### src/rtl/keypad_scan_pkg.sv
// Shared constants, FSM state type and bit-counting helpers for the 4x4 keypad scanner.
package keypad_scan_pkg;

    localparam int KP_ROWS = 4;
    localparam int KP_COLS = 4;
    localparam int KP_KEYS = KP_ROWS * KP_COLS;

    typedef enum logic [1:0] {
        IDLE    = 2'd0,
        PRESSED = 2'd1,
        MULTI   = 2'd2
    } kp_state_e;

    function automatic logic [4:0] popcount16(input logic [15:0] v);
        logic [4:0] n;
        n = '0;
        for (int i = 0; i < 16; i++) begin
            n = n + 5'(v[i]);
        end
        return n;
    endfunction

    // Index of the set bit; bit c*4+r maps straight to the code {col,row}.
    function automatic logic [3:0] onehot16_to_idx(input logic [15:0] v);
        logic [3:0] idx;
        idx = '0;
        for (int i = 0; i < 16; i++) begin
            if (v[i]) idx = 4'(i);
        end
        return idx;
    endfunction

endpackage

### src/rtl/keypad_scan_sync2.sv
// Two-flop synchronizer for asynchronous level inputs; RESET_VAL sets the idle level.
module keypad_scan_sync2 #(
    parameter int           W         = 1,
    parameter logic [W-1:0] RESET_VAL = '0
) (
    input  logic         clk,
    input  logic         rst_n,
    input  logic [W-1:0] d,
    output logic [W-1:0] q
);

    logic [W-1:0] meta;

    always_ff @(posedge clk or negedge rst_n) begin
        if (!rst_n) begin
            meta <= RESET_VAL;
            q    <= RESET_VAL;
        end else begin
            meta <= d;
            q    <= meta;
        end
    end

endmodule

### src/rtl/keypad_scan.sv
// 4x4 key matrix scanner: column strobing, full-matrix debounce, single-key event
// reporting with a valid/ack handshake.
module keypad_scan
    import keypad_scan_pkg::*;
#(
    parameter int SCAN_DIV = 1000,
    parameter int DEBOUNCE = 4
) (
    input  logic               clk,
    input  logic               rst_n,
    input  logic [KP_ROWS-1:0] row_n,
    output logic [KP_COLS-1:0] col_n,
    output logic [3:0]         key_code,
    output logic               key_valid,
    input  logic               key_ack,
    output logic               key_down,
    output logic               key_overrun,
    output kp_state_e          state_dbg
);

    // Handshake: key_valid rises the edge after an event and stays high until the
    // edge after key_ack is sampled high; an event in the ack cycle keeps it high.

    localparam int DIV_W = (SCAN_DIV > 1) ? $clog2(SCAN_DIV) : 1;
    localparam int STB_W = $clog2(DEBOUNCE + 1);
    localparam logic [DIV_W-1:0] DIV_LAST = DIV_W'(SCAN_DIV - 1);
    localparam logic [STB_W-1:0] STB_MAX  = STB_W'(DEBOUNCE);

    logic [KP_ROWS-1:0] row_sync;
    logic [KP_ROWS-1:0] rows_now;
    logic [DIV_W-1:0]   div;
    logic [1:0]         col;
    logic [KP_KEYS-1:0] snapshot;
    logic [KP_KEYS-1:0] frame;
    logic [KP_KEYS-1:0] prev;
    logic [KP_KEYS-1:0] held;
    logic [STB_W-1:0]   stable;
    logic [STB_W-1:0]   stable_nxt;
    logic               col_tick;
    logic               frame_end;
    logic               frame_same;
    logic               accept;
    kp_state_e          state;

    keypad_scan_sync2 #(
        .W         (KP_ROWS),
        .RESET_VAL ({KP_ROWS{1'b1}})
    ) u_row_sync (
        .clk   (clk),
        .rst_n (rst_n),
        .d     (row_n),
        .q     (row_sync)
    );

    assign rows_now   = ~row_sync;
    assign col_tick   = (div == DIV_LAST);
    assign frame_end  = col_tick && (col == 2'd3);
    assign col_n      = ~(KP_COLS'(1) << col);
    assign frame_same = (frame == prev);
    assign accept     = frame_end && (stable_nxt == STB_MAX);
    assign state_dbg  = state;

    // Snapshot with the current column's rows merged in; at frame end this is the whole matrix.
    always_comb begin
        frame = snapshot;
        frame[{col, 2'b00} +: KP_ROWS] = rows_now;
    end

    always_comb begin
        stable_nxt = STB_W'(1);
        if (frame_same) begin
            stable_nxt = (stable == STB_MAX) ? stable : stable + STB_W'(1);
        end
    end

    always_ff @(posedge clk or negedge rst_n) begin
        if (!rst_n) begin
            div      <= '0;
            col      <= '0;
            snapshot <= '0;
            prev     <= '0;
            stable   <= '0;
        end else begin
            if (col_tick) begin
                div      <= '0;
                col      <= col + 2'd1;
                snapshot <= frame;
            end else begin
                div <= div + DIV_W'(1);
            end
            if (frame_end) begin
                stable <= stable_nxt;
                if (!frame_same) prev <= frame;
            end
        end
    end

    always_ff @(posedge clk or negedge rst_n) begin
        if (!rst_n) begin
            state       <= IDLE;
            held        <= '0;
            key_code    <= '0;
            key_valid   <= 1'b0;
            key_down    <= 1'b0;
            key_overrun <= 1'b0;
        end else begin
            // The event assignment below is later in the block, so it wins over a same-cycle ack.
            if (key_ack) key_valid <= 1'b0;
            if (accept) begin
                case (state)
                    IDLE: begin
                        if (popcount16(frame) == 5'd1) begin
                            state     <= PRESSED;
                            held      <= frame;
                            key_down  <= 1'b1;
                            key_code  <= onehot16_to_idx(frame);
                            key_valid <= 1'b1;
                            if (key_valid && !key_ack) key_overrun <= 1'b1;
                        end else if (popcount16(frame) > 5'd1) begin
                            state <= MULTI;
                        end
                    end
                    PRESSED: begin
                        if (frame == '0) begin
                            state    <= IDLE;
                            key_down <= 1'b0;
                        end else if (frame != held) begin
                            state    <= MULTI;
                            key_down <= 1'b0;
                        end
                    end
                    MULTI: begin
                        if (frame == '0) state <= IDLE;
                    end
                    default: begin
                        state    <= IDLE;
                        key_down <= 1'b0;
                    end
                endcase
            end
        end
    end

endmodule

### config.mk
export PLATFORM = sky130hd
export DESIGN_NAME = keypad_scan
export DESIGN_NICKNAME = d
export VERILOG_FILES = /design/src/rtl/keypad_scan_pkg.sv /design/src/rtl/keypad_scan_sync2.sv /design/src/rtl/keypad_scan.sv
export SDC_FILE = /design/constraint.sdc
export NUM_CORES = 1
export LEC_CHECK = 0
export BUFFER_PORTS_ARGS = -buffer_cell sky130_fd_sc_hd__buf_4
export CAP_MARGIN = 30
export CELL_PAD_IN_SITES_DETAIL_PLACEMENT = 1
export CELL_PAD_IN_SITES_GLOBAL_PLACEMENT = 1
export CORE_MARGIN = 5
export CORE_UTILIZATION = 50
export DETAILED_ROUTE_END_ITERATION = 10
export PLACE_DENSITY_LB_ADDON = 0.1
export SKIP_LAST_GASP = 1
export SLEW_MARGIN = 20
export SYNTH_ARGS = -nofsm -noshare
export SYNTH_HDL_FRONTEND = slang
export SYNTH_SLANG_ARGS = --single-unit
export TNS_END_PERCENT = 50
### constraint.sdc
create_clock -name clk -period 7.3 [get_ports clk]
set_input_delay 0 -clock clk [delete_from_list [all_inputs] [get_ports clk]]
set_output_delay 0 -clock clk [all_outputs]
set_load 0.05 [all_outputs]
# Yosys cells after proc, flatten, opt, wreduce, memory -nomap -nowiden
# Cells that the tools add are included.
[classes]
addsub = 19
magnitude_cmp = 1
n_eq_ne = 13
shift = 3
mux = 33
bitwise = 4
reduce_logical = 11
[ops]
columns = ["op", "count"]
rows = [
  ["two-way mux 4 bit", 14],
  ["adder 5 x 1 -> 5 bit", 11],
  ["bitwise mux 16 bit", 1],
  ["== test 16 bit", 1],
  ["logical NOT 16 bit", 1],
  ["inequality test 16 bit", 1],
  ["variable shift 4 x 6 -> 16 bit, first input constant", 1],
  ["indexed part select 4 x 6 -> 16 bit", 1],
  ["AND reduction 4 bit", 3],
  ["adder 10 x 1 -> 10 bit, second input constant", 1],
  ["== test 10 bit, second input constant", 1],
  ["two-way mux 10 bit", 1],
  ["two-way mux 2 bit", 5],
  ["two-way mux 1 bit", 8],
  ["inverter 4 bit", 2],
  ["== test 3 bit, second input constant", 2],
  ["two-way mux 3 bit", 2],
  ["inequality test 3 bit, second input constant", 2],
  ["negator 4 -> 6 bit", 1],
  ["case mux 2 bit (3 select lines)", 1],
  ["adder 4 x 1 -> 5 bit", 1],
  ["== test 5 x 1 -> 1 bit, second input constant", 1],
  ["greater-than comparator 5 x 1 -> 1 bit, second input constant", 1],
  ["adder 3 x 1 -> 4 bit", 1],
  ["15 further kinds", 20],
]
[totals]
register_bits = 80
input_bits = 7
out_inout_bits = 13
word_cells = 97

# Logic depth before layout (Yosys ltp)
[logic_depth]
depth_word = 22
ltp_mapped = 24
depth_no_buf = 20

# Modules after synthesis
# From an unflattened synthesis, not the netlist that was laid out.
[unflattened]
cells_unflattened = 466
area_unflattened_um2 = 4636.9
[modules_own_cells]
columns = ["mod", "instances", "cells_each", "area_per_inst_um2", "seq_area_each_um2"]
rows = [
  ["keypad_scan", 1, 458, 4426.7, 1801.7],
  ["keypad_scan_sync2", 1, 8, 210.2, 210.2],
]

# Worst setup path after synthesis
# No wires, ideal clock.
[synth_path]
kind = "register to register"
startpoint = "register col[0]"
endpoint = "register held[0]"
setup_ps = 125
arrival_time_ps = 5914
t_required_ps = 7175
setup_slack_ps = 1261
path_stages_with_launch = 23
path_cell_list = "dfrtp_1 -> buf_4 -> inv_1 -> ha_1 -> buf_6 -> or4b_2 -> nand2_1 -> fa_1 -> inv_1 -> fa_1 -> fa_1 -> inv_1 -> fa_1 -> ha_1 -> inv_1 -> fa_1 -> a2111oi_0 -> a21oi_1 -> nor4b_1 -> nand3b_1 -> nor4_4 -> buf_6 -> mux2_4"
[synth_between]
elab_chain_len = 20
[synth_rtl]
columns = ["item", "line", "text"]
rows = [
  ["start, declared", "keypad_scan.sv:32", "logic [1:0] col;"],
  ["start signal, assigned", "keypad_scan.sv:86", "col <= col + 2'd1;"],
  ["negator 4 -> 6 bit (*)", "keypad_scan.sv:66", "frame[{col, 2'b00} +: KP_ROWS] = rows_now;"],
  ["indexed part select 4 x 6 -> 16 bit / variable shift 4 x 6 -> 16 bit (equally long branches)", "keypad_scan.sv:66", ""],
  ["bitwise mux 16 bit (*)", "keypad_scan.sv:66", ""],
  ["via frame[0]", "keypad_scan.sv:34", "logic [KP_KEYS-1:0] frame;"],
  ["adder 1 x 1 -> 2 bit", "keypad_scan_pkg.sv:18", "n = n + 5'(v[i]);"],
  ["adder 2 x 1 -> 3 bit", "keypad_scan_pkg.sv:18", ""],
  ["adder 3 x 1 -> 4 bit", "keypad_scan_pkg.sv:18", ""],
  ["adder 4 x 1 -> 5 bit", "keypad_scan_pkg.sv:18", ""],
  ["adder 5 x 1 -> 5 bit (11 in series)", "keypad_scan_pkg.sv:18", ""],
  ["== test 5 x 1 -> 1 bit", "keypad_scan.sv:112", "if (popcount16(frame) == 5'd1) begin"],
  ["AND reduction 3 bit (no line)", "-", ""],
  ["end signal, assigned", "keypad_scan.sv:114", "held <= frame;"],
  ["end, declared", "keypad_scan.sv:36", "logic [KP_KEYS-1:0] held;"],
]
# Mark *: on every way through the listed nets, which the timed path passes. The rest lies on a longest branch.
# A chain may end at the register's enable or synchronous reset.

# Worst setup path after layout
[layout_path]
startpoint = "register col[0]"
endpoint = "register key_code[1]"
[layout_between]
elab_chain_len = 20
[layout_rtl]
columns = ["item", "line", "text"]
rows = [
  ["negator 4 -> 6 bit", "keypad_scan.sv:66", ""],
  ["indexed part select 4 x 6 -> 16 bit / variable shift 4 x 6 -> 16 bit (equally long branches)", "keypad_scan.sv:66", ""],
  ["bitwise mux 16 bit", "keypad_scan.sv:66", ""],
  ["adder 1 x 1 -> 2 bit", "keypad_scan_pkg.sv:18", ""],
  ["adder 2 x 1 -> 3 bit", "keypad_scan_pkg.sv:18", ""],
  ["adder 3 x 1 -> 4 bit", "keypad_scan_pkg.sv:18", ""],
  ["adder 4 x 1 -> 5 bit", "keypad_scan_pkg.sv:18", ""],
  ["adder 5 x 1 -> 5 bit (11 in series)", "keypad_scan_pkg.sv:18", ""],
  ["== test 5 x 1 -> 1 bit", "keypad_scan.sv:112", ""],
  ["AND reduction 3 bit (no line)", "-", ""],
  ["end signal, assigned", "keypad_scan.sv:116", "key_code <= onehot16_to_idx(frame);"],
  ["end, declared", "keypad_scan.sv:13", "output logic [3:0] key_code,"],
]
# Several ways; a longest one is shown, not always the timed one.

==> flow_summary_export.csv <==
group,metric,value,unit
status,status,"complete, no violations",
drt,antenna_left,0,
sta,fin_crit,6.842,ns
synth,synth-main-ff-cell,"dfrtp_1",
sta,fin_setup_tns,0,ns
sta,slew_violations,0,
worst_setup_path,cp-end-kind,"flop",
synth,syn_avg_cell_area,10.46,um2
worst_setup_path,cp-start-kind,"flop",
sta,rsz0062_at_grt,"false",
global_routing,grt_max_degree,43,
synth,syn_nets,498,
global_routing,grt_pass1_wl,21200,um
synth,netlist-cell-type-count,71,
pwr,intPower,0.5864,mW
drt,wl_per_cell,20.41,um
place,portBuffers,19,
layout,ff_latch_area,2012,um2
synth,yosysSeqAreaShare,41.20,%
drt,drt_iter0_markers,155,
sta,setup_ws,0.4578,ns
pwr,combPwrFrac,5.6,%
layout,fillCellCount,1109,
sta,hold_violations,0,
floorplanning,die_w,108.8,um
pwr,peakVddDrop,117.7,uV
layout,layout_commonest_cell,"dfrtp_1",
place,place_congestion,0.8525,
global_routing,grt_usage,24.02,%
sta,worst_pin_slew,0.6750,ns
synth,syn_inst,467,
layout,final_area,5341,um2
cts,clkTransAtPathRegs,0.09,ns
sta,relSlewSlack,54.83,%
layout,drive_above_1_share,18.83,%
floorplanning,start_util,50.66,%
worst_setup_path,required,7.57,ns
floorplanning,rows,36,
floorplanning,die_height,108.8,um
worst_setup_path,critPathKind,"reg2reg",
drt,drc,0,
worst_setup_path,r2r_start,"col[0]",
cts,cts.path.max_buffers,2,
worst_hold_path,hp-class,"in2async",
pwr,swShare,26.41,%
sta,setup_viol,0,
pwr,switchingPower,0.2105,mW
place,detailed_place.area,5105,um2
pwr,power_leakage,2.479,nW
layout,mostFrequentLayoutCells,"dfrtp_1 (72), inv_1 (39), nor2_1 (36), xnor2_1 (27)",
global_routing,grt_overflow,0,
synth,synth_edf_count,0,
worst_setup_path,path_max_fanout,22,
cts,htreeDepth,3,
pwr,p_seq_share,56.4,%
synth,async_flop_share,100.0,%
worst_setup_path,setup.worst_path.start,"col[0]",
cts,tritoncts,"yes",
place,preCtsSetupSlack,0.4261,ns
drt,dr.pass1.iters,4,
synth,syn_area,4883,um2
cts,cts-root-buf,"clkbuf_8",
global_routing,grt_pass1_vias,3952,
worst_setup_path,cp.arrival,7.12,ns
place,hpwlAfterDp,9635,um
sta,max_freq,146.2,MHz
drt,num_vias,3576,
cts,cts_buffers,9,
floorplanning,ioPinCount,20,
sta,skew,0.01765,ns
global_routing,antenna_found_initial,0,
cts,cts.sinks,80,
layout,area_growth,9.377,%
pwr,clkPwrFrac,38.0,%
flow_run,drv_cap,0,
floorplanning,dieArea,11840,um2
cts,clk-insertion-delay-late,0.39,ns
sta,fin_hold_ws,0.1343,ns
layout,num-nets-final,520,
pwr,p_per_area,149.2,nW/um2
synth,synth-seq-cells,80,
layout,insertedDiodeCount,0,
floorplanning,core,9639,um2
sta,fin_crit_sh,93.73,%
synth,yosysWarnings,0,
drt,via_per_inst,5.703,
drt,wl,12790,um
layout,multi_input_area,2572,um2
## critical path, cell delays in order (launching register included)
cell and delay, ns:
dfrtp_1 0.54, inv_1 0.18, ha_1 0.44, nor3_1 0.60
a21o_1 0.25, clkinv_1 0.19, fa_1 0.55, fa_1 0.44
fa_1 0.52, inv_1 0.05, fa_1 0.49, ha_1 0.17
inv_1 0.06, fa_1 0.37, a2111oi_0 0.29, a21oi_1 0.08
nor4b_1 0.35, nand3b_1 0.21, nor4_4 0.17, buf_4 0.41
mux2_2 0.38
## Yosys cell counts, drive strengths merged (4+ instances only)
cell	number	area share, %
mux2	28	7.2
a21oi	24	2.5
nand3	11	1.1
clkinv	5	0.44
nand2	21	1.6
inv	42	3.2
mux2i	8	1.6
o21ai	10	1.0
nor4	9	2.5
o211ai	4	0.61
clkbuf	6	0.46
a21o	9	1.5
ha	14	3.6
nand4	4	0.82
nor4b	4	0.72
dfstp	8	4.3
xnor2	27	4.8
fa	10	4.1
dfrtp	72	37
o22ai	4	0.51
xor2	5	0.90
nor2b	13	1.7
or4b	4	0.82
nor3	10	1.0
nor2	36	2.8
and3	4	0.51
nand2b	9	1.2
buf	13	2.2
## what timing repair did
item                       in CTS  in global routing
setup endpoints to repair       0                  6
resized for setup               0                  1
hold endpoints to repair       46                  0
setup buffers                   0                  0
hold buffers                    6                  0
## flip-flops by register name (all words and copies together), names as in the netlist
name             cells
col                  2
div                 10
held                16
key_code             4
key_down             1
key_overrun          1
key_valid            1
prev                16
snapshot            16
stable               3
state_dbg            2
u_row_sync.meta      4
u_row_sync.q         4
## metrics by stage
| stage | power [mW] | util, % | instances |
|---|---|---|---|
| after floorplan | 0.4797 | - | 467 |
| after global placement | 0.4989 | 52.96 | 605 |
| after detailed placement | 0.5011 | 52.96 | 605 |
| after CTS | 0.8091 | 55.36 | 627 |
| after global routing | 0.8355 | 55.41 | 627 |
| final | 0.7969 | 55.41 | 627 |
## power by group through the flow
| stage | Combinational, mW | Sequential [mW] | Clock, mW |
|---|---|---|---|
| final | 0.0448 | 0.449 | 0.303 |
| after global routing | 0.0509 | 0.450 | 0.335 |
| after floorplan | 0.0227 | 0.457 | 0 |
| after CTS | 0.0459 | 0.449 | 0.314 |
| after global placement | 0.0409 | 0.458 | 0 |
| after detailed placement | 0.0432 | 0.458 | 0 |
## final cells by class
type                    instances  share of cell area, %
repair buffers                 30                  4.498
clock buffers                   9                  2.319
inverters                      47                  3.350
well taps                     133                  3.115
multi-input cells             321                  48.16
flip-flops and latches         80                  37.67
clock inverters                 7                 0.8901
## worst paths after layout
kind | slack, ns | cells after the start | end
worst max-delay path | 0.46 | 20 | key_code[1]
worst min-delay path | 0.13 | 2 | col[1]
worst max register to register | 0.46 | 20 | key_code[1]
worst min register to register | 0.36 | 0 | u_row_sync.q[0]
max in group asynchronous | 6.25 | 3 | held[4]
min in group clk | 0.27 | 2 | u_row_sync.meta[1]
## routing by layer
layer / vias up / routed length (um) / track usage [%]
met5: - / 0 / 0
met4: 0 / 281 / 8.115
met3: 23 / 399 / 5.980
met2: 50 / 6042 / 38.75
met1: 1836 / 6070 / 31.65
li1: 1667 / - / -
## kinds of logic after synthesis
group                    share of synthesized area, %
XOR/XNOR                                        5.739
flip-flops                                      41.20
AO/OA/AOI/OAI                                   13.27
multiplexers                                    8.865
adder cells (fa/ha/maj)                         7.686
buffers and inverters                           6.328
AND/OR/NAND/NOR                                 16.91
No activity file was read; power rests on OpenSTA's default activity.
